--- src/rtl/serial_addsub.sv ---
// Digit-serial adder/subtractor: DIGIT bits per cycle, LSB first, with a carry register between digits.
// Operands and results move through valid/ready handshakes; adds signed-overflow and zero flags.
module serial_addsub #(
  parameter int WIDTH = 8,
  parameter int DIGIT = 1
) (
  input  logic             clk,
  input  logic             rst,
  input  logic             in_valid,
  output logic             in_ready,
  input  logic [WIDTH-1:0] a,
  input  logic [WIDTH-1:0] b,
  input  logic             sub,
  input  logic             cin,
  output logic             out_valid,
  input  logic             out_ready,
  output logic [WIDTH-1:0] s,
  output logic             cout,
  output logic             ovf,
  output logic             zero
);

  localparam int NDIG = WIDTH / DIGIT;
  localparam int CW   = (NDIG > 1) ? $clog2(NDIG) : 1;

  if (WIDTH < 2 || DIGIT < 1 || (WIDTH % DIGIT) != 0) begin : g_bad_param
    $error("serial_addsub: WIDTH must be >= 2 and an exact multiple of DIGIT");
  end

  typedef enum logic [1:0] {IDLE, BUSY, DONE} state_t;

  state_t           r_state;
  state_t           w_next_state;
  logic [WIDTH-1:0] r_a;
  logic [WIDTH-1:0] r_b;
  logic             r_carry;
  logic [CW-1:0]    r_cnt;
  logic [WIDTH-1:0] r_acc;
  logic [WIDTH-1:0] r_s;
  logic             r_cout;
  logic             r_ovf;
  logic             r_zero;

  logic [DIGIT-1:0] w_sum;
  logic             w_c_msb_in;
  logic             w_c_out;
  logic [WIDTH-1:0] w_acc_next;
  logic             w_last;
  logic             w_accept;

  assign in_ready  = (r_state == IDLE) && !rst;
  assign out_valid = (r_state == DONE);
  assign s         = r_s;
  assign cout      = r_cout;
  assign ovf       = r_ovf;
  assign zero      = r_zero;

  assign w_accept   = in_valid && in_ready;
  assign w_last     = (r_cnt == CW'(NDIG - 1));
  assign w_acc_next = WIDTH'({w_sum, r_acc} >> DIGIT);

  // Ripple chain over one digit; the carry into the top cell is kept for ovf.
  always_comb begin
    logic v_c;
    // NOTE: every combinational output gets a default first so no path leaves it unassigned (no latch).
    w_sum      = '0;
    w_c_msb_in = 1'b0;
    v_c        = r_carry;
    for (int i = 0; i < DIGIT; i++) begin
      if (i == DIGIT - 1) w_c_msb_in = v_c;
      w_sum[i] = r_a[i] ^ r_b[i] ^ v_c;
      v_c      = (r_a[i] & r_b[i]) | (v_c & (r_a[i] ^ r_b[i]));
    end
    w_c_out = v_c;
  end

  always_comb begin
    w_next_state = r_state;
    unique case (r_state)
      IDLE:    if (w_accept)  w_next_state = BUSY;
      BUSY:    if (w_last)    w_next_state = DONE;
      DONE:    if (out_ready) w_next_state = IDLE;
      default:                w_next_state = IDLE;
    endcase
  end

  // NOTE: sequential state uses non-blocking assignments so every register samples pre-edge values.
  always_ff @(posedge clk or posedge rst) begin
    if (rst) r_state <= IDLE;
    else     r_state <= w_next_state;
  end

  always_ff @(posedge clk or posedge rst) begin
    if (rst) begin
      r_a     <= '0;
      r_b     <= '0;
      r_carry <= 1'b0;
      r_cnt   <= '0;
      r_acc   <= '0;
      r_s     <= '0;
      r_cout  <= 1'b0;
      r_ovf   <= 1'b0;
      r_zero  <= 1'b0;
    end else begin
      unique case (r_state)
        IDLE: if (w_accept) begin
          // Subtraction is a + ~b + ~borrow_in.
          r_a     <= a;
          r_b     <= b ^ {WIDTH{sub}};
          r_carry <= sub ? ~cin : cin;
          r_cnt   <= '0;
        end
        BUSY: begin
          r_acc   <= w_acc_next;
          r_carry <= w_c_out;
          r_a     <= r_a >> DIGIT;
          r_b     <= r_b >> DIGIT;
          r_cnt   <= r_cnt + CW'(1);
          if (w_last) begin
            r_s    <= w_acc_next;
            r_cout <= w_c_out;
            r_ovf  <= w_c_msb_in ^ w_c_out;
            r_zero <= (w_acc_next == '0);
          end
        end
        default: ;
      endcase
    end
  end

endmodule
--- config.mk ---
export PLATFORM = sky130hd
export DESIGN_NAME = serial_addsub
export DESIGN_NICKNAME = d
export VERILOG_FILES = /design/src/rtl/serial_addsub.sv
export SDC_FILE = /design/constraint.sdc
export NUM_CORES = 1
export LEC_CHECK = 0
export CAP_MARGIN = 20
export CORE_MARGIN = 2
export CORE_UTILIZATION = 46
export CTS_CLUSTER_DIAMETER = 30
export DETAILED_ROUTE_END_ITERATION = 12
export MAX_ROUTING_LAYER = met4
export PLACE_DENSITY = 0.75
export REMOVE_ABC_BUFFERS = 1
export SLEW_MARGIN = 20
export SYNTH_ARGS = -nofsm -noshare
export SYNTH_HDL_FRONTEND = slang
export SYNTH_SLANG_ARGS = --single-unit
--- constraint.sdc ---
create_clock -name clk -period 1.7 [get_ports clk]
set_input_delay 0.51 -clock clk [delete_from_list [all_inputs] [get_ports clk]]
set_output_delay 0.51 -clock clk [all_outputs]
set_load 0.03 [all_outputs]
; Yosys cells after proc, flatten, opt, wreduce, memory -nomap -nowiden
; Index checks and enable logic that the tools add are counted.
[word_totals]
inputBits = 22
regBits = 41
output_inout_bits = 13
[classes]
addsub = 1
reduce_logical = 9
n_mux = 13
bitwise_logic = 8
eq_ne = 6
[ops]
columns = cell, count
row1 = 8-bit case mux with 2 select lines, 2
row2 = 8-bit two-way mux, 2
row3 = 8-bit logical NOT, 1
row4 = 8-bit XOR, 1
row5 = 2-bit two-way mux, 3
row6 = 2-bit case mux with 3 select lines, 1
row7 = 3-bit case mux with 2 select lines, 1
row8 = "2-bit inequality test, second input constant", 2
row9 = 2-bit AND reduction, 2
row10 = "3-bit by 1-bit adder with 3-bit output, second input constant", 1
row11 = "3-bit == test, second input constant", 1
row12 = 3-bit two-way mux, 1
row13 = 3-bit AND reduction, 1
row14 = 1-bit XOR, 3
row15 = 1-bit AND, 2
row16 = "2-bit by 1-bit == test with 1-bit output, second input constant", 1
row17 = "2-bit == test, second input constant", 1
row18 = 1-bit logical AND, 2
row19 = 2-bit logical NOT, 1
row20 = 1-bit two-way mux, 2
row21 = "2-bit by 1-bit inequality test with 1-bit output, second input constant", 1
row22 = 1-bit case mux with 2 select lines, 1
row23 = 2-bit nonzero test, 1
row24 = 1-bit logical NOT, 1
row25 = other kinds (2), 2

; Logic depth before layout (Yosys ltp)
; Gate-level depths: netlist of run 1.
[logic_depth]
ltp_word = 5
mapped_depth = 6
mapped_depth_nobuf = 5

; Worst setup path before layout of run 1
; No wires, ideal clock.
[synth_timing]
path_type = input port to output port
startpoint = input rst
endpoint = output in_ready
arrival_ps = 1162
path_slack_ps = 28
stages = 1
path_buffers = 0
path_cell_list = nor3_1
[synth_between]
elab_chain_len = 2
[synth_rtl]
columns = element, line
row1 = start: declaration, 8  ; input logic rst,
row2 = 1-bit logical NOT (no source line), --
row3 = 1-bit logical AND, 51  ; assign in_ready = (r_state == IDLE) && !rst;
row4 = end: declaration, 10  ; output logic in_ready,
; Every way passes these cells.

; Final worst setup path of run 1
[layout_timing]
startpoint = register r_state[1]
endpoint = output out_valid
[layout_between]
elab_chain_len = 1
[layout_rtl]
columns = element, line
row1 = start: declaration, 32  ; state_t r_state;
row2 = start signal: assignment, 90  ; else r_state <= w_next_state;
row3 = 2-bit == test, 52  ; assign out_valid = (r_state == DONE);
row4 = end: declaration, 15  ; output logic out_valid,
; Every way passes these cells.

==> results.py, run 1 <==
metrics = {
    "sta": {
        "finalMaxSlewViolations": 0,
        "min_period_ps": 1710,
        "hold_ws_ps": 481,
        "min_period_over_period": 1.00,
        "fin_ws_ps": -5.31,
        "finClkSkew_ps": 3.35,
        "hold_viol": 0,
        "fmax_ghz": 0.586,
        "setup_violations": 1,
        "rsz0062_at_grt": "true",
        "slew_headroom": 0.802,
        "worst_slew_pin_slew_ps": 298,
    },
    "floorplan": {
        "die-area_mm2": 0.00455,
        "fp.dieW_um": 67.5,
        "fp.coreArea_mm2": 0.00394,
        "rows": 23,
        "ioPinCount": 35,
        "start_util": 0.470,
        "die_h_um": 67.5,
    },
    "clocking": {
        "cts.path.max_buffers": 2,
        "cts_tree": "done",
        "root_buffer": "clkbuf_8",
        "htree_levels": 2,
        "numCtsBuffers": 5,
        "cts.sinks": 40,
        "clk_latency_ps": 290,
        "clk_pin_slew_ps": 70,
    },
    "cells_and_area": {
        "area_growth_pct": 31.1,
        "final_common_cell": "nand2_1",
        "final_cells": 272,
        "drive_gt1_frac": 0.207,
        "most-common-layout-cells": "nand2_1, dfrtp_1, nand3_1",
        "multi_input_area_um2": 792,
        "utilization": 0.616,
        "n_fill_cell": 340,
        "nNetsFinal": 246,
        "regArea_mm2": 0.00100,
        "n_antenna_cell": 0,
    },
    "logic_synthesis": {
        "synth-seq-cells": 40,
        "synthTopCellsByArea": "dfrtp_1, nand2_1, nand3_1, mux2_2, o211ai_2",
        "synth.top_cell.area_share": 0.540,
        "yosysWarnings": 0,
        "seq_area_frac_synth": 0.540,
        "syn-mean-instance-area_um2": 10.5,
        "synthDistinctLibCells": 28,
        "synth_cells": 177,
        "syn-cell-area_mm2": 0.00185,
        "synth_largest_area_cell": "dfrtp_1",
    },
    "outcome": {
        "status": "finished with violations",
        "violations": "negative setup slack",
    },
    "setup_path": {
        "reg2reg_slack_ps": 120,
        "cp-end-kind": "output port",
        "crit_family": "flip-flops",
        "rr_startpoint": "r_state[1]",
        "crit_top_cell": "buf_6",
        "startpoint": "r_state[1]",
        "startpoint_type": "register",
        "worstPathRequired_ps": 1190,
        "r2r_end": "r_b[0]",
        "worstPathArrival_ps": 1200,
        "path_class": "reg -> out",
        "critical_path.max_stage_delay_ps": 370,
        "worst-path-buf-inv": 3,
        "r2r.worst_path.cells": 5,
        "cp_cell_sequence": "buf_6, or2b_1, inv_1, buf_6",
        "cp_slowest_cell": "dfrtp_1",
        "cp_max_fo": 4,
    },
    "placement": {
        "globalplace.congestion": 0.725,
        "hpwl_mm": 2.31,
        "port_buffers": 34,
        "dp_cells": 261,
    },
    "global_route": {
        "antenna_found_initial": 0,
        "grt_pass1_wl_mm": 5.93,
        "gr-usage-all-layers": 0.183,
        "grt_pass1_vias": 1308,
        "grt_max_degree": 41,
        "grt_overflow": 0,
    },
    "detailed_routing": {
        "routed_wl_mm": 3.45,
        "antenna_left": 0,
        "drc": 0,
        "first_pass_iters": 4,
        "vias": 1405,
        "first_iter_violations": 67,
        "routed_via_density": 5.17,
        "wl_per_cell_um": 12.7,
    },
    "run": {
        "cap_violations": 0,
    },
    "pwr": {
        "p_per_area_mw_per_mm2": 1590,
        "leakagePower_nw": 1.18,
        "vdd_drop_max_mv": 0.862,
        "total_power_w": 0.00387,
    },
    "min_path": {
        "hold_start": "r_a[4]",
        "hold_depth": 2,
        "worstHoldEndpoint": "r_a[3]",
        "hold_path.class": "reg -> reg",
    },
}
==> worst max path at each step <==
stage,to,slack [ps],cells past startpoint
global route,out_valid,-50,4
detailed placement,r_b[0],-310,5
finish,out_valid,-5,4
CTS,out_valid,-2,4
global placement,r_b[4],-280,5
floorplan,r_b[0],-130,3
==> cells by family after synthesis <==
group / share of synthesized area
simple gates: 0.216
flops: 0.540
compound gates: 0.0743
buf+inv: 0.0432
xor+xnor: 0.0473
mux: 0.0547
fa+ha+maj: 0.0243
==> registers in the layout, indices dropped and copies added, names as in the netlist, 2 cells and up <==
name,cells
r_b,8
r_cnt,3
r_acc,7
r_state,2
r_a,8
s,8
==> power breakdown <==
group / total (W) / internal [W] / switching, W
Combinational: 0.00163 / 0.000708 / 0.000926
Sequential: 0.00160 / 0.00134 / 0.000262
Clock: 0.000637 / 0.000331 / 0.000306
Total: 0.00387 / 0.00237 / 0.00149
==> layout make-up <==
cell class,count,share of cell area
inverter,2,0.00309
tap,50,0.0258
sequential,40,0.413
multi-input combinational,124,0.326
timing repair buffer,48,0.195
clock buffer,8,0.0371
==> timing repair <==
action | CTS | global route
hold buffers | 0 | 0
endpoints found under the setup margin | 14 | 15
gates resized for setup | 17 | 3
setup buffers | 1 | 2
==> routing by layer <==
layer | wire length [um] | GRT usage | vias to the layer above
met1 | 1480 | 0.221 | 690
met3 | 134 | 0.0550 | 7
li1 | - | - | 683
met2 | 1790 | 0.292 | 25
met4 | 50 | 0.0612 | 0
met5 | 0 | - | -
==> worst min-delay path, delay by kind of cell (launching register included) <==
kind | cells | cell delay (ps)
DFF | 1 | 340
and+or+nand+nor | 2 | 100
==> synthesized netlist by cell type, drive strengths merged <==
cell	instances
nand2	52
dfrtp	40
nand3	25
xnor2	10
mux2	9
buf	8
o211ai	8
o21ai	5
clkbuf	3
ha	2
inv	2
nor4	2
a211oi	1
a21oi	1
and2b	1
fa	1
nand2b	1
nand3b	1
nor2	1
nor3	1
nor4b	1
or2b	1
or4b	1
==> metrics by stage <==
stage / cell area [um^2] / worst slack [ps] / TNS, ps
2_1_floorplan: 1780 / -131 / -1700
4_1_cts: 2400 / -1.93 / -2.59
6_report: 2430 / -5.31 / -5.31
3_3_place_gp: 2300 / -277 / -5240
5_1_grt: 2430 / -53.4 / -58.6
3_5_place_dp: 2300 / -314 / -5870
Note: power is estimated with default switching activity, not from simulation.
==> run 2: changes to the inputs <==
--- a/config.mk
+++ b/config.mk
@@ -7,11 +7,11 @@
 export LEC_CHECK = 0
 export CAP_MARGIN = 20
 export CORE_MARGIN = 2
-export CORE_UTILIZATION = 46
+export CORE_UTILIZATION = 55
 export CTS_CLUSTER_DIAMETER = 30
 export DETAILED_ROUTE_END_ITERATION = 12
 export MAX_ROUTING_LAYER = met4
-export PLACE_DENSITY = 0.75
+export PLACE_DENSITY = 0.84
 export REMOVE_ABC_BUFFERS = 1
 export SLEW_MARGIN = 20
 export SYNTH_ARGS = -nofsm -noshare
==> constraint.sdc (replaced) <==
create_clock -name clk -period 2.1 [get_ports clk]
set_input_delay 0.63 -clock clk [delete_from_list [all_inputs] [get_ports clk]]
set_output_delay 0.63 -clock clk [all_outputs]
set_load 0.03 [all_outputs]
==> run 2 against run 1 <==
Effect of this change: the run now ends clean; first-iteration DRC count is 7.5% higher; critical path depth is 1 lower; sequential power is 21% lower; flip-flop and latch count stayed put; utilization is 11 points higher.
==> results.py, run 2 (same netlist as run 1, synthesis figures left out) <==
metrics = {
    "clocking": {
        "cts.path.max_buffers": 2,
        "cts.sinks": 40,
        "numCtsBuffers": 5,
        "clk_pin_slew_ps": 120,
        "cts_setup_buffers": 0,
        "clk_latency_ps": 350,
        "root_buffer": "clkbuf_4",
        "ctsHoldBuffers": 0,
        "cts_tree": "done",
        "htree_levels": 2,
    },
    "min_path": {
        "hold_start": "r_a[3]",
        "hold_path.class": "reg -> reg",
        "hold_depth": 2,
    },
    "cells_and_area": {
        "nNetsFinal": 243,
        "final_common_cell": "nand2_1",
        "final_cells": 265,
        "n_antenna_cell": 0,
        "most-common-layout-cells": "nand2_1, dfrtp_1, clkdlybuf4s50_1",
        "drive_gt1_frac": 0.183,
        "area_growth_pct": 28.0,
    },
    "setup_path": {
        "startpoint_type": "register",
        "worstPathArrival_ps": 1400,
        "cp_cell_sequence": "or2b_1, inv_1, dlygate4sd2_1",
        "r2r_end": "s[0]",
        "path_class": "reg -> out",
        "r2r.worst_path.cells": 4,
        "worstPathRequired_ps": 1470,
        "reg2reg_slack_ps": 340,
        "startpoint": "r_state[0]",
        "crit_end": "out_valid",
        "cp_max_fo": 2,
        "cp-end-kind": "output port",
        "cp_slowest_cell": "dfrtp_1",
        "rr_startpoint": "r_cnt[0]",
        "critical_path.max_stage_delay_ps": 400,
    },
    "global_route": {
        "grt_overflow": 0,
        "gr-usage-all-layers": 0.217,
        "grt_pass1_vias": 1309,
        "grt_max_degree": 41,
        "antenna_found_initial": 0,
        "grt_pass1_wl_mm": 5.76,
    },
    "detailed_routing": {
        "drc": 0,
        "antenna_left": 0,
        "vias": 1416,
        "first_pass_iters": 4,
        "routed_wl_mm": 3.46,
        "routed_via_density": 5.34,
        "wl_per_cell_um": 13.0,
        "first_iter_violations": 72,
    },
    "floorplan": {
        "die-area_mm2": 0.00385,
        "fp.coreArea_mm2": 0.00328,
        "die_h_um": 62.0,
        "start_util": 0.564,
        "rows": 21,
        "ioPinCount": 35,
        "fp.dieW_um": 62.0,
    },
    "sta": {
        "worst_slew_pin_slew_ps": 583,
        "setup_violations": 0,
        "fmax_ghz": 0.492,
        "fin_tns_setup_ps": 0,
        "slew_headroom": 0.610,
        "fin_ws_ps": 65.6,
        "hold_viol": 0,
        "rsz0062_at_grt": "false",
        "min_period_ps": 2030,
        "finClkSkew_ps": 14.1,
        "finalMaxSlewViolations": 0,
        "min_period_over_period": 0.969,
    },
    "placement": {
        "place_ws_ps": -52.3,
        "port_buffers": 34,
        "hpwl_mm": 2.50,
        "globalplace.congestion": 0.756,
        "dp_cells": 257,
    },
    "run": {
        "cap_violations": 0,
    },
    "pwr": {
        "vdd_drop_max_mv": 0.639,
        "leakagePower_nw": 1.13,
        "p_per_area_mw_per_mm2": 1320,
    },
    "outcome": {
        "status": "complete, no violations",
    },
}
## run 2: cell types whose count changed in the layout (fill, tap and decap cells not counted), moves of 2 or more
cell and delta:
dlygate4sd2_1 -11, clkdlybuf4s50_1 +10, buf_6 -3, dlymetal6s2s_1 +2, clkbuf_4 +5, clkbuf_1 -2
clkbuf_8 -6
## run 2: area by class of cell
cell class	instances	area, um^2
Multi-Input combinational cell	124	777
Tap cell	46	57.6
Clock buffer	5	37.5
Clock inverter	3	42.5
Fill cell	263	912
Inverter	2	7.51
Sequential cell	40	1000
Timing Repair Buffer	45	449
## run 2: where the power goes
part	total (W)	internal [W]	switching, W
Sequential	0.00127	0.00108	0.000198
Combinational	0.00136	0.000603	0.000760
Clock	0.000503	0.000248	0.000254
Total	0.00314	0.00193	0.00121
## run 2: how the worst min path moves through the flow
stage	endpoint	slack (ps)
floorplan	r_a[0]	450
global placement	r_a[3]	450
detailed placement	r_a[2]	470
CTS	r_a[2]	490
global route	r_a[2]	510
finish	r_a[2]	480
## run 2: metal layers
metal	up-vias	wire length (um)	share of wire	global-route usage
met5	-	0	0	-
met4	0	58	0.017	0.0638
met3	7	184	0.053	0.0704
met2	45	1820	0.53	0.356
met1	683	1390	0.40	0.255
li1	681	-	-	-
## run 2: what timing repair did
action	4_1_cts	5_1_grt
gates resized for setup	2	2
pin swaps	0	1
endpoints found under the hold margin	0	0
cloned	0	0
setup endpoints to repair	2	2
## run 2: worst max-delay path: cells and delay by family, from the launching register on
family,cells,cell delay [ps]
AND/OR/NAND/NOR,1,230
flip-flops,1,400
buffers and inverters,2,440
## run 2: through the flow
stage / hold WS (ps) / instance area, um^2 / total power [W] / util
2_1_floorplan: 449 / 1780 / 0.00213 / -
3_3_place_gp: 455 / 2280 / 0.00258 / 0.695
3_5_place_dp: 467 / 2280 / 0.00267 / 0.695
4_1_cts: 488 / 2370 / 0.00317 / 0.721
5_1_grt: 513 / 2370 / 0.00338 / 0.722
6_report: 479 / 2370 / 0.00314 / 0.722
